[config.mk]
export PLATFORM = sky130hd
export DESIGN_NAME = window_detector_sequencer
export DESIGN_NICKNAME = d
export VERILOG_FILES = /design/src/rtl/window_detector_sequencer.sv
export SDC_FILE = /design/constraint.sdc
export NUM_CORES = 1
export LEC_CHECK = 0
export ABC_AREA = 1
export CORE_ASPECT_RATIO = 1.25
export CORE_MARGIN = 8
export CORE_UTILIZATION = 48
export DETAILED_ROUTE_END_ITERATION = 6
export GPL_ROUTABILITY_DRIVEN = 0
export PLACE_DENSITY = 0.78
export RECOVER_POWER = 100
export SETUP_SLACK_MARGIN = 0.05
export SLEW_MARGIN = 40
export SYNTH_ARGS = -nofsm -noshare
export SYNTH_HDL_FRONTEND = slang
export SYNTH_SLANG_ARGS = --single-unit
[constraint.sdc]
create_clock -name clk -period 1.1 [get_ports clk]
set_input_delay 0.22 -clock clk [delete_from_list [all_inputs] [get_ports clk]]
set_output_delay 0.22 -clock clk [all_outputs]
set_load 0.05 [all_outputs]
[src/rtl/window_detector_sequencer.sv]
// Frame controller for the bit-serial two-output window detector: clears the detector,
// streams a captured W-bit frame LSB-first, and counts dec1/dec2 hits per frame.
module window_detector_sequencer #(
  parameter int W  = 8,
  parameter int CW = 4
) (
  input  logic          clk,
  input  logic          rst_n,
  input  logic          start,
  input  logic          abort,
  input  logic [W-1:0]  frame,
  output logic          busy,
  output logic          done,
  output logic [CW-1:0] cnt1,
  output logic [CW-1:0] cnt2,
  output logic          det_rst_n,
  output logic          det_in,
  input  logic          det_dec1,
  input  logic          det_dec2
);

  localparam int IW = (W > 1) ? $clog2(W) : 1;

  typedef enum logic [1:0] {
    S_IDLE  = 2'd0,
    S_SHIFT = 2'd1,
    S_DONE  = 2'd2
  } state_t;

  state_t         state_q, state_d;
  logic [W-1:0]   sr_q, sr_d;
  logic [IW-1:0]  idx_q, idx_d;
  logic [CW-1:0]  cnt1_q, cnt1_d;
  logic [CW-1:0]  cnt2_q, cnt2_d;

  always_comb begin
    state_d = state_q;
    sr_d    = sr_q;
    idx_d   = idx_q;
    cnt1_d  = cnt1_q;
    cnt2_d  = cnt2_q;
    case (state_q)
      S_IDLE: begin
        if (start) begin
          sr_d    = frame;
          idx_d   = '0;
          cnt1_d  = '0;
          cnt2_d  = '0;
          state_d = S_SHIFT;
        end
      end
      S_SHIFT: begin
        // Hits in the abort cycle still count; abort outranks the last-bit exit.
        if (det_dec1 && (cnt1_q != {CW{1'b1}})) cnt1_d = cnt1_q + CW'(1);
        if (det_dec2 && (cnt2_q != {CW{1'b1}})) cnt2_d = cnt2_q + CW'(1);
        sr_d  = {1'b0, sr_q[W-1:1]};
        idx_d = idx_q + IW'(1);
        if (abort)                       state_d = S_IDLE;
        else if (idx_q == IW'(W - 1))    state_d = S_DONE;
      end
      S_DONE:  state_d = S_IDLE;
      default: state_d = S_IDLE;
    endcase
  end

  always_ff @(posedge clk) begin
    if (!rst_n) begin
      state_q <= S_IDLE;
      sr_q    <= '0;
      idx_q   <= '0;
      cnt1_q  <= '0;
      cnt2_q  <= '0;
    end else begin
      state_q <= state_d;
      sr_q    <= sr_d;
      idx_q   <= idx_d;
      cnt1_q  <= cnt1_d;
      cnt2_q  <= cnt2_d;
    end
  end

  // The detector is held in reset whenever no bit is being streamed.
  assign busy      = (state_q == S_SHIFT);
  assign done      = (state_q == S_DONE);
  assign det_rst_n = busy;
  assign det_in    = busy & sr_q[0];
  assign cnt1      = cnt1_q;
  assign cnt2      = cnt2_q;

endmodule
# Yosys cells after proc, flatten, opt, wreduce, memory -nomap -nowiden
# Cells that the tools add are included.
# word_totals
reg_bits	21
input_bits	14
# classes
add_sub_neg	3
eq_ne	9
mux	13
bitwise	1
reduce_logical	8
# op_table
op	count
case mux 4 bit (2 select lines)	2
case mux 8 bit (2 select lines)	1
2-to-1 mux 4 bit	3
adder 4 x 1 -> 4 bit, second input constant	2
2-to-1 mux 8 bit	1
!= test 4 bit, second input constant	2
2-to-1 mux 2 bit	3
case mux 3 bit (2 select lines)	1
AND reduction 3 bit	2
!= test 2 x 1 -> 1 bit, second input constant	2
case mux 2 bit (2 select lines)	1
AND reduction 2 bit	2
adder 3 x 1 -> 3 bit, second input constant	1
equality test 3 bit, second input constant	1
2-to-1 mux 3 bit	1
!= test 3 x 2 -> 1 bit, second input constant	1
equality test 2 x 1 -> 1 bit, second input constant	1
equality test 2 bit, second input constant	1
logical AND 1 bit	2
logical NOT 2 bit	1
!= test 2 bit, second input constant	1
nonzero test 2 bit	1
bitwise AND 1 bit	1

# Logic depth before layout (Yosys ltp)
# Gate-level depths: netlist of the first run.
# depth
ltp_word	4
mapped_depth	8

# Least setup slack after synthesis of the first run
# No wires, ideal clock.
# synth_path
path_kind	register to output
start	reg state_q[0]
end	out det_in
arrival_ns	1.323
required_time_ns	0.880
slack_ns	-0.443
path_stages_with_launch	4
path_buffers	1
cell_sequence	dfxtp_1 -> nand2_2 -> buf_6 -> nor2_1
# synth_between
elab_chain_cells	2
# synth_rtl
element	line_no	rtl
start: declaration	30	state_t state_q, state_d;
start signal: assignment	74	state_q <= state_d;
equality test 2 x 1 -> 1 bit	83	assign busy = (state_q == S_SHIFT);
bitwise AND 1 bit	86	assign det_in = busy & sr_q[0];
end: declaration	17	output logic det_in,
# No other way between the ends.

# Final worst setup path of the first run
# layout_path
start	reg state_q[0]
end	out det_rst_n
# layout_between
elab_chain_cells	1
# layout_rtl
element	line_no	rtl
equality test 2 x 1 -> 1 bit	83	
end: declaration	16	output logic det_rst_n,
# No other way between the ends.

==> results of run 1 <==
==> metal layers <==
| metal | share of wire, % | wire length [um] |
|---|---|---|
| met1 | 39 | 1220 |
| met2 | 55 | 1710 |
| met3 | 4.5 | 138 |
| met4 | 0.97 | 30 |
| met5 | 0 | 0 |
==> per-stage QoR <==
stage                     instance area, um2  hold slack (ps)  power [uW]  util (%)
after CTS                               1730              474        1750      79.8
after detailed placement                1600              468        1350      74.0
after global routing                    1850              496        1900      85.5
after floorplan                         1190              343        1150         -
final                                   1850              478        1800      85.5
after global placement                  1600              446        1340      74.0
==> critical path, stage by stage (launching register included) <==
cell,delay [ps]
dfxtp_4,420
inv_4,50
nor2_4,160
buf_6,130
buf_12,120
==> kinds of logic (layout without fill, tap and decap cells) <==
kind of cell,after synthesis,after routing,synth area share [%]
compound gates,22,22,10.8
simple gates,95,95,35.1
buf+inv,25,71,10.5
fa+ha+maj,4,4,4.64
flops,21,21,38.9
==> worst paths after layout <==
| path | from | to | cells past startpoint |
|---|---|---|---|
| max | state_q[0]$_SDFFE_PN0P_ | det_rst_n | 4 |
| min | sr_q[4]$_SDFFE_PN0P_ | sr_q[3]$_SDFFE_PN0P_ | 2 |
| max reg2reg | state_q[0]$_SDFFE_PN0P_ | cnt1[2]$_SDFFE_PN0P_ | 8 |
| min reg2reg | sr_q[4]$_SDFFE_PN0P_ | sr_q[3]$_SDFFE_PN0P_ | 2 |
==> power by group through the flow <==
stage          Combinational (uW)  Clock (uW)  Sequential (uW)
2_1_floorplan                 236           0              914
3_3_place_gp                  470           0              870
3_5_place_dp                  480           0              872
4_1_cts                       520         385              845
5_1_grt                       629         417              854
6_report                      577         370              849
==> sequential cells by signal, indices dropped and copies added, names as in the netlist <==
register / cells
sr_q: 8
cnt2: 4
state_q: 2
idx_q: 3
cnt1: 4
==> cell type report <==
cell class,count,area (um2)
Fill cell,115,313
Multi-Input combinational cell,121,686
Inverter,19,76.3
Sequential cell,21,453
Timing Repair Buffer,48,571
Tap cell,31,38.8
Clock buffer,4,26.3
==> timing repair <==
action | in CTS | in global routing
setup endpoints to repair | 30 | 33
setup buffers | 9 | 7
pin swaps | 1 | 7
resized for setup | 10 | 26
==> layout by cell type, fill, tap and decap left out, drive strengths merged <==
cell type and instances:
nor3 2, ha 4, o21ai 9, dfxtp 21, nand3 12, inv 19, nand2 52, nor2 29
a21oi 9, a31oi 3, o211ai 1, buf 35, clkbuf 4, clkdlybuf4s50 13
==> impl_metrics.py, run 1 <==
metrics = {
    "floorplan": {
        "pin_count": 26,
        "die-area_um2": 4030,
        "initial_core_util_pct": 49.9,
        "dieHeight_um": 69.0,
        "die_width_um": 58.4,
        "rows": 19,
        "coreArea_um2": 2160,
    },
    "cells_and_area": {
        "area_growth_syn_to_layout_pct": 71.4,
        "nets": 232,
        "antenna_cells": 0,
        "drive_gt1_share_pct": 35.7,
        "instances_no_fill": 244,
    },
    "synth": {
        "synth-async-reset-ratio_pct": 0,
        "synth_area_leaders": "dfxtp_1, nand2_1, nor2_1, inv_1, nand3_1",
        "syn_nets": 185,
        "synth_common_cells": "nand2_1, nor2_1, dfxtp_1, inv_1, nand3_1",
        "yosys.cell_types.count": 19,
        "syn-cell-area_um2": 1080,
        "synth_flop_cell": "dfxtp_1",
        "synth_top_area_cell": "dfxtp_1",
        "syn_inst": 167,
        "synth.most_common_cell": "nand2_1",
        "netlist.area_leader.share_pct": 38.9,
        "synthesis.yosys.warnings": 0,
        "synth_edf_count": 0,
        "ys_seq_elements": 21,
        "yosysSeqAreaShare_pct": 38.9,
        "syn-mean-instance-area_um2": 6.47,
    },
    "setup_path": {
        "r2r_setup_slack_ps": -220,
        "start_kind": "register",
        "critPathMaxFanout": 4,
        "worstPathRequired_ps": 880,
        "path_class": "register to output pin",
        "crit_arrival_ps": 1190,
        "cp-end-kind": "output pin",
    },
    "routing": {
        "vias_per_cell": 4.93,
        "drc": 0,
        "avgRoutedWirePerCell_um": 12.7,
        "first_pass_iters": 4,
        "totalWireLength_um": 3100,
        "vias": 1204,
        "drt_iter0_drc": 46,
        "drtAntennaViolNets": 0,
    },
    "sta": {
        "fin_setup_tns_ps": -3570,
        "relSlewSlack_pct": 80.6,
        "clock_skew_ps": 4.41,
        "tightest_slew_ps": 290,
        "fmax_mhz": 708,
        "rsz0062_at_grt": "yes",
        "setup_violations": 24,
        "finalCriticalPeriod_ps": 1410,
        "timing.final.crit_share_pct": 128,
        "hold_viol_final": 0,
        "fin_ws_ps": -311,
        "final_max_slew_viol_count": 0,
    },
    "grt": {
        "gr-usage-met1_pct": 16.1,
        "antenna_found_initial": 0,
        "grt_start_max_net_pins": 17,
        "grt_pass1_wl_um": 5090,
        "grt_overflow": 0,
        "grt_use_met2_pct": 26.6,
        "grt_pass1_vias": 1204,
        "grt.total_usage_pct": 14.9,
        "busiest_layer": "met2",
        "gr-usage-met3_pct": 3.71,
    },
    "power": {
        "p_per_area_nw_per_um2": 970,
        "sw_frac_of_total_pct": 31.8,
        "p_clk_share_pct": 20.6,
        "seqPwrFrac_pct": 47.3,
        "peakVddDrop_uv": 943,
        "combPwrFrac_pct": 32.1,
        "p_switching_uw": 571,
        "p_int_uw": 1220,
        "leakage_uw": 0.000809,
    },
    "clocking": {
        "cts_buffers": 3,
        "cts.root.buffer_cell": "clkbuf_4",
        "cts_num_sinks": 21,
        "ctsHoldBuffers": 0,
        "tritoncts": "done",
        "worstSkewPairLatency_ps": 300,
        "clk_path_buf_depth": 2,
        "cts.clk_slew.worst_paths_ps": 120,
        "htree_levels": 1,
    },
    "placement": {
        "port_buffers": 25,
        "dpl.hpwl_um": 2070,
        "dp.cells": 225,
        "place_ws_ps": -403,
    },
    "status": {
        "status": "finished with violations",
        "violations": "setup timing",
    },
    "flow_run": {
        "cap_violations": 0,
    },
    "worst_hold_path": {
        "hp-class": "register to register",
    },
}
Power figures use the tool's default switching activity.
==> run 2: changes to the inputs <==
Settings changed: CTS_BUF_LIST from default to sky130_fd_sc_hd__clkbuf_16, MAX_ROUTING_LAYER from default to met4.
==> run 2 against run 1 <==
Net effect:
- the run still ends with setup timing left
- highest routed layer unchanged
- critical endpoint unchanged
- largest power group unchanged
- non-clock buffer count down 4
- total power rose by 22%
- combinational power down 1%
==> impl_metrics.py, run 2 (synthesized netlist as in run 1, its figures left out) <==
metrics = {
    "sta": {
        "clock_skew_ps": 1.40,
        "rsz0062_at_grt": "yes",
        "tightest_slew_ps": 324,
        "fmax_mhz": 738,
        "fin_setup_tns_ps": -3180,
        "relSlewSlack_pct": 78.3,
        "fin_ws_ps": -255,
        "finalCriticalPeriod_ps": 1360,
        "final_max_slew_viol_count": 0,
        "hold_viol_final": 0,
        "setup_violations": 24,
        "timing.final.crit_share_pct": 123,
    },
    "setup_path": {
        "r2r_setup_slack_ps": -200,
        "cp-end-kind": "output pin",
        "path_class": "register to output pin",
        "critPathMaxFanout": 4,
        "worstPathRequired_ps": 880,
        "crit_arrival_ps": 1140,
        "start_kind": "register",
    },
    "floorplan": {
        "die_width_um": 58.4,
        "coreArea_um2": 2160,
        "die-area_um2": 4030,
        "pin_count": 26,
        "dieHeight_um": 69.0,
        "initial_core_util_pct": 49.9,
        "rows": 19,
    },
    "power": {
        "peakVddDrop_uv": 1200,
        "leakage_uw": 0.000814,
        "p_per_area_nw_per_um2": 1200,
    },
    "placement": {
        "place_area_um2": 1600,
        "dp.cells": 225,
        "dpl.hpwl_um": 2070,
        "port_buffers": 25,
    },
    "routing": {
        "drtAntennaViolNets": 0,
        "vias_per_cell": 5.13,
        "drc": 0,
        "avgRoutedWirePerCell_um": 13.6,
        "drt_iter0_drc": 26,
        "vias": 1232,
        "first_pass_iters": 4,
        "totalWireLength_um": 3260,
    },
    "grt": {
        "grt.total_usage_pct": 15.5,
        "antenna_found_initial": 0,
        "grt_start_max_net_pins": 17,
        "grt_pass1_wl_um": 5020,
        "grt_pass1_vias": 1196,
        "grt_overflow": 0,
    },
    "cells_and_area": {
        "area_growth_syn_to_layout_pct": 69.5,
        "drive_gt1_share_pct": 30.6,
        "fillers": 125,
        "largest_reg_flops": 8,
        "stdcell_area_um2": 1830,
        "mostFrequentLayoutCells": "nand2_1, nor2_1, inv_1",
        "top_register": "sr_q",
        "seqCellArea_um2": 440,
        "nets": 228,
        "instances_no_fill": 240,
        "final_common_cell": "nand2_1",
        "antenna_cells": 0,
        "multiInputGateArea_um2": 654,
    },
    "clocking": {
        "cts.root.buffer_cell": "clkbuf_16",
        "tritoncts": "done",
        "cts.clk_slew.worst_paths_ps": 60,
        "cts_buffers": 3,
        "worstSkewPairLatency_ps": 250,
        "htree_levels": 1,
        "clk_path_buf_depth": 2,
        "cts_num_sinks": 21,
    },
    "worst_hold_path": {
        "hp-class": "register to register",
    },
    "status": {
        "status": "finished with violations",
        "violations": "setup timing",
    },
    "flow_run": {
        "cap_violations": 0,
    },
}
-- run 2: cell count changes in the layout (fill, tap and decap cells not counted), moves of 2 or more --
cell	before	now
nand3_4	2	0
buf_4	18	15
nand2_1	45	47
a21oi_1	5	7
dfxtp_4	8	4
dfxtp_2	2	4
clkbuf_16	0	3
a21oi_2	4	2
dfxtp_1	11	13
clkbuf_4	3	0
nand2_2	6	4
-- run 2: critical path: stages, from the launching register on --
cell and delay [ps]:
dfxtp_4 400, inv_4 50, nor2_4 160, buf_6 140, buf_12 120
-- run 2: metal layers --
layer	global-route usage (%)	up-vias	wire length, um
met2	25.7	49	1650
met5	-	-	0
met3	3.53	15	176
met4	8.74	0	114
li1	-	610	-
met1	16.3	558	1320
-- run 2: timing repair --
action                     in CTS  in global routing
cloned                          0                  1
setup endpoints to repair      23                 28
pin swaps                       1                  1
gates resized for setup         6                 21
buffers inserted                8                  2
hold buffers                    0                  0
hold endpoints to repair        0                  0
-- run 2: through the flow --
step                hold slack, ps  utilization (%)  setup WS [ps]  power [uW]
floorplan                      343                -          -16.0        1150
global placement               446             74.0           -339        1340
detailed placement             468             74.0           -403        1350
CTS                            477             81.4           -240        2150
global route                   483             84.6           -268        2280
finish                         471             84.6           -255        2190
-- run 2: layout make-up --
cell class	instances	share of cell area (%)
multi-input cells	121	35.7
well taps	31	2.12
clock buffers	3	4.10
flip-flops and latches	21	24.1
inverters	19	4.44
clock inverters	1	0.205
repair buffers	44	29.3
-- run 2: power breakdown --
group | internal [uW] | switching [uW] | leakage, uW
Combinational | 272 | 297 | 0.000594
Clock | 485 | 276 | 0.0000423
Sequential | 809 | 51.8 | 0.000177
Total | 1570 | 626 | 0.000814
-- run 2: worst paths after layout --
check,start,end,depth (start not counted)
setup / recovery,state_q[0]$_SDFFE_PN0P_,det_rst_n,4
hold / removal,idx_q[2]$_SDFFE_PN0P_,idx_q[2]$_SDFFE_PN0P_,2
setup reg to reg,state_q[0]$_SDFFE_PN0P_,cnt1[3]$_SDFFE_PN0P_,8
hold reg to reg,idx_q[2]$_SDFFE_PN0P_,idx_q[2]$_SDFFE_PN0P_,2
==> run 3: changes to the inputs <==
Settings changed: GPL_ROUTABILITY_DRIVEN 0 to default.
==> results of run 3 <==
No change in the layout: final DEF, timing and power equal those of run 2.
